==> src/rtl/pwm_duty_meter.sv <==
// rtl/pwm_duty_meter.sv - per-channel PWM high-time / period meter with stuck detection
module pwm_duty_meter #(
  parameter int CHANNELS = 4,
  parameter int CNT_W    = 8
) (
  input  logic                      clk,
  input  logic                      rst_n,
  input  logic                      enable,
  input  logic [CHANNELS-1:0]       pwm_in,
  output logic [CHANNELS*CNT_W-1:0] high_cnt,
  output logic [CHANNELS*CNT_W-1:0] period_cnt,
  output logic [CHANNELS-1:0]       meas_valid,
  output logic [CHANNELS-1:0]       stuck
);

  typedef enum logic {
    IDLE    = 1'b0,
    MEASURE = 1'b1
  } state_t;

  localparam logic [CNT_W-1:0] CNT_MAX = '1;
  localparam logic [CNT_W-1:0] CNT_ONE = CNT_W'(1);

  logic [CHANNELS-1:0] s1;
  logic [CHANNELS-1:0] s2;
  logic [CHANNELS-1:0] s3;
  logic [CHANNELS-1:0] level;
  logic [CHANNELS-1:0] rise;

  state_t           state      [CHANNELS];
  logic [CNT_W-1:0] run_period [CHANNELS];
  logic [CNT_W-1:0] run_high   [CHANNELS];

  // s2 is the first metastability-safe copy; s3 only exists to find the edge
  assign level = s2;
  assign rise  = s2 & ~s3;

  // Three-flop synchroniser on every PWM input
  always_ff @(posedge clk or negedge rst_n) begin
    if (!rst_n) begin
      s1 <= '0;
      s2 <= '0;
      s3 <= '0;
    end else begin
      s1 <= pwm_in;
      s2 <= s1;
      s3 <= s2;
    end
  end

  // Per-channel measurement FSM: rise-to-rise period, high time, timeout to IDLE
  always_ff @(posedge clk or negedge rst_n) begin
    if (!rst_n) begin
      high_cnt   <= '0;
      period_cnt <= '0;
      meas_valid <= '0;
      stuck      <= '0;
      for (int i = 0; i < CHANNELS; i++) begin
        state[i]      <= IDLE;
        run_period[i] <= '0;
        run_high[i]   <= '0;
      end
    end else begin
      meas_valid <= '0;
      for (int i = 0; i < CHANNELS; i++) begin
        if (!enable) begin
          // Disabled: drop any partial period, keep the last results on the outputs
          state[i]      <= IDLE;
          run_period[i] <= '0;
          run_high[i]   <= '0;
        end else begin
          case (state[i])
            IDLE: begin
              if (rise[i]) begin
                state[i]      <= MEASURE;
                run_period[i] <= CNT_ONE;
                run_high[i]   <= CNT_ONE;
              end else begin
                run_period[i] <= '0;
                run_high[i]   <= '0;
              end
            end
            MEASURE: begin
              if (rise[i]) begin
                // A rise wins over a coincident timeout: it is a real period
                high_cnt[i*CNT_W +: CNT_W]   <= run_high[i];
                period_cnt[i*CNT_W +: CNT_W] <= run_period[i];
                meas_valid[i]                <= 1'b1;
                stuck[i]                     <= 1'b0;
                run_period[i]                <= CNT_ONE;
                run_high[i]                  <= CNT_ONE;
              end else if (run_period[i] == CNT_MAX) begin
                // No edge within the counter range: report saturated values
                period_cnt[i*CNT_W +: CNT_W] <= CNT_MAX;
                high_cnt[i*CNT_W +: CNT_W]   <= level[i] ? CNT_MAX : '0;
                meas_valid[i]                <= 1'b1;
                stuck[i]                     <= 1'b1;
                state[i]                     <= IDLE;
                run_period[i]                <= '0;
                run_high[i]                  <= '0;
              end else begin
                run_period[i] <= run_period[i] + CNT_ONE;
                run_high[i]   <= run_high[i] + CNT_W'(level[i]);
              end
            end
            default: begin
              state[i]      <= IDLE;
              run_period[i] <= '0;
              run_high[i]   <= '0;
            end
          endcase
        end
      end
    end
  end

endmodule

==> config.mk <==
export PLATFORM = sky130hd
export DESIGN_NAME = pwm_duty_meter
export DESIGN_NICKNAME = d
export VERILOG_FILES = /design/src/rtl/pwm_duty_meter.sv
export SDC_FILE = /design/constraint.sdc
export NUM_CORES = 1
export LEC_CHECK = 0
export CAP_MARGIN = 15
export CORE_UTILIZATION = 45
export CTS_BUF_LIST = sky130_fd_sc_hd__clkbuf_4 sky130_fd_sc_hd__clkbuf_8 sky130_fd_sc_hd__clkbuf_16
export DETAILED_ROUTE_END_ITERATION = 16
export DONT_BUFFER_PORTS = 1
export PLACE_DENSITY = 0.67
export RECOVER_POWER = 50
export SLEW_MARGIN = 20
export SYNTH_ARGS = -nofsm -noshare
export SYNTH_HDL_FRONTEND = slang
export SYNTH_SLANG_ARGS = --single-unit
==> constraint.sdc <==
create_clock -name clk -period 4.4 [get_ports clk]
set_input_delay 0.44 -clock clk [delete_from_list [all_inputs] [get_ports clk]]
set_output_delay 0.44 -clock clk [all_outputs]
set_load 0.02 [all_outputs]
==> impl_metrics.yaml <==
run_status:
  status: "finished with violations"
  violations: "negative hold slack"
floorplan:
  fp.coreArea_mm2: 0.0146
  rows: 44
  start_util_pct: 46.1
  die_h_um: 124
  boundaryPins: 79
  fp.dieArea_mm2: 0.0154
  die_w_um: 124
clock_tree:
  hold_buffers: 1
  htreeDepth: 4
  cts_resized: 0
  clock-sinks: 152
  clkTransAtPathRegs_ns: 0.06
  cts_tree: "built"
  postCtsSetupRepairBufs: 0
  clockBufferDepth: 2
  numCtsBuffers: 17
  worstSkewPairLatency_ns: 0.42
  root_buffer: "clkbuf_16"
placement:
  place_ws_ns: 2.47
  gp_congestion: 0.780
  portBuffers: 0
  hpwl_mm: 9.17
  post-place-cells: 792
synth:
  syn-num-nets: 650
  synth_compound_area_share_pct: 20.8
  netlist-cell-type-count: 47
  synth-xor-area-share_pct: 2.86
  ys.flop_type: "dfrtp_1"
  synth_mux_area_share_pct: 0
  syn-cell-area_mm2: 0.00673
  synth-adder-area-share_pct: 2.23
  syn_inst: 631
  avgSynthCellArea_um2: 10.7
  synth-edff-count: 0
  async_flop_share_pct: 100
  synth_top_family_by_area: "compound AO/OA/AOI/OAI gates"
  synth-warning-count: 0
  synth-simple-area-share_pct: 13.1
  yosysSeqAreaShare_pct: 56.5
  ys_seq_elements: 152
route:
  firstDrtPassIters: 5
  wirelength_mm: 14.0
  ant_nets: 0
  drc: 0
  viasPerCell: 5.94
  drt-wirelength-per-cell_um: 17.0
  vias: 4891
  first_iter_violations: 407
timing:
  slew_headroom_pct: 37.9
  final_hold_viol_count: 12
  max_freq_ghz: 0.507
  finalWorstSetupSlack_ns: 2.43
  setup_tns_ns: 0
  grt_setup_unrepaired: "false"
  tightest_slew_ns: 0.927
  hold_slack_ns: -0.0678
  setup_viol: 0
  period_share_pct: 44.9
  final_max_slew_viol_count: 0
  finalCriticalPeriod_ns: 1.97
  skew_ns: 0.00947
setup_path:
  worst_r2r_path_depth: 4
  worst_setup_path_end_kind: "flop"
  path_cells: "ha_1, nand3_1, o211ai_1, o21ba_2"
  critPathKind: "reg -> reg"
  cp.arrival_ns: 2.28
  critPathLaunchType: "flop"
  cp.required_ns: 4.71
  crit_path_max_fanout: 11
  r2r_setup_slack_ns: 2.43
  slowest_delay_ns: 0.74
  reg2reg_from: "run_period[8]$_DFF_PN0_"
  crit_slowest_cell: "o211ai_1"
  reg2reg_to: "run_period[15]$_DFF_PN0_"
layout:
  final_cell_mix: "152 x dfrtp_1, 63 x a21oi_1, 48 x inv_1, 40 x o22ai_1, 33 x o21ai_0"
  nNetsFinal: 647
  layout-drive-gt1-share_pct: 6.41
  final_common_cell: "dfrtp_1"
  postLayoutCoreUtil_pct: 51.2
  final_cells: 824
  area_growth_pct: 11.0
  antenna_cells: 0
global_route:
  grt_pass1_wl_mm: 24.1
  grt_max_degree: 153
  antenna_found_initial: 0
  grt_overflow: 0
  grt_usage_pct: 19.1
  grt_pass1_vias: 4807
flow_run:
  cap_violations: 0
power:
  power_density_mw_per_mm2: 417
  leakage_nw: 3.39
  ir_drop_mv: 0.259
hold_path:
  hold_path_class: "in -> async"
## worst max path at each step
stage,depth (start not counted),slack [ns],to,startpoint
global placement,4,2.55,run_period[25]$_DFF_PN0_,run_period[24]$_DFF_PN0_
finish,4,2.43,run_period[15]$_DFF_PN0_,run_period[8]$_DFF_PN0_
detailed placement,4,2.47,run_period[15]$_DFF_PN0_,run_period[8]$_DFF_PN0_
global route,4,2.25,run_period[15]$_DFF_PN0_,run_period[8]$_DFF_PN0_
floorplan,5,2.77,high_cnt[24]$_DFFE_PN0P_,run_period[0]$_DFF_PN0_
CTS,4,2.44,run_period[15]$_DFF_PN0_,run_period[8]$_DFF_PN0_
## where the power goes
part / total, mW / internal [mW] / leakage (nW) / switching (mW)
sequential: 1.50 / 1.43 / 2.07 / 0.0623
clock: 1.49 / 0.934 / 0.302 / 0.557
combinational: 0.132 / 0.0482 / 1.01 / 0.0841
total: 3.12 / 2.41 / 3.39 / 0.703
## critical path, delay by kind of cell (launching register included)
family                     cells  cell delay, ns
adders and majority gates      1            0.23
AOI/OAI and AO/OA              2            0.99
and+or+nand+nor                1            0.22
DFF                            1            0.41
## cells in the mapped netlist, types with 7 or more instances
master	instances	area share (%)
a211oi_1	8	0.89
a21oi_1	63	4.7
and3_1	12	1.1
buf_2	9	0.67
clkbuf_1	7	0.39
dfrtp_1	152	57
ha_1	12	2.2
inv_1	48	2.7
nand2_1	31	1.7
nand2b_1	8	0.74
nand3_1	27	2.0
nand4_1	8	0.74
nor2_1	29	1.6
o211a_1	24	3.6
o21ai_0	33	2.5
o22a_1	24	3.1
o22ai_1	40	3.7
or3_1	20	1.9
xnor2_1	8	1.0
xor2_1	14	1.8
## layer usage
metal  global-route usage (%)  wire (um)  vias up
met5                        0          0        -
met2                     29.6       6660      132
met3                     6.40        723       16
met1                     25.0       6420     2433
li1                         -          -     2310
met4                     6.73        176        0
## cell type report
type / instances / area, um2
clock inverters: 8 / 123
well taps: 184 / 230
repair buffers: 1 / 27.5
clock buffers: 23 / 477
flip-flops and latches: 152 / 3800
multi-input cells: 408 / 2630
inverters: 48 / 180
fillers: 1289 / 7120
## stage by stage
stage / area, um2 / power [mW]
floorplan: 6730 / 1.60
global placement: 6840 / 1.62
detailed placement: 6840 / 1.62
CTS: 7470 / 3.15
global route: 7470 / 3.24
finish: 7470 / 3.12
## logic make-up (layout without fill, tap and decap cells)
logic type / count (synthesis) / count (layout)
flops: 152 / 152
compound gates: 213 / 213
buf+inv: 71 / 80
simple gates: 161 / 161
fa+ha+maj: 12 / 12
xor+xnor: 22 / 22
## flip-flops by register name (all words and copies together) (netlist names)
name and cells:
level 4, meas_valid 4, s3 4, run_period 32, stuck 4, high_cnt 32, s1 4, state 4
period_cnt 32, run_high 32
No activity file was read; power rests on OpenSTA's default activity.
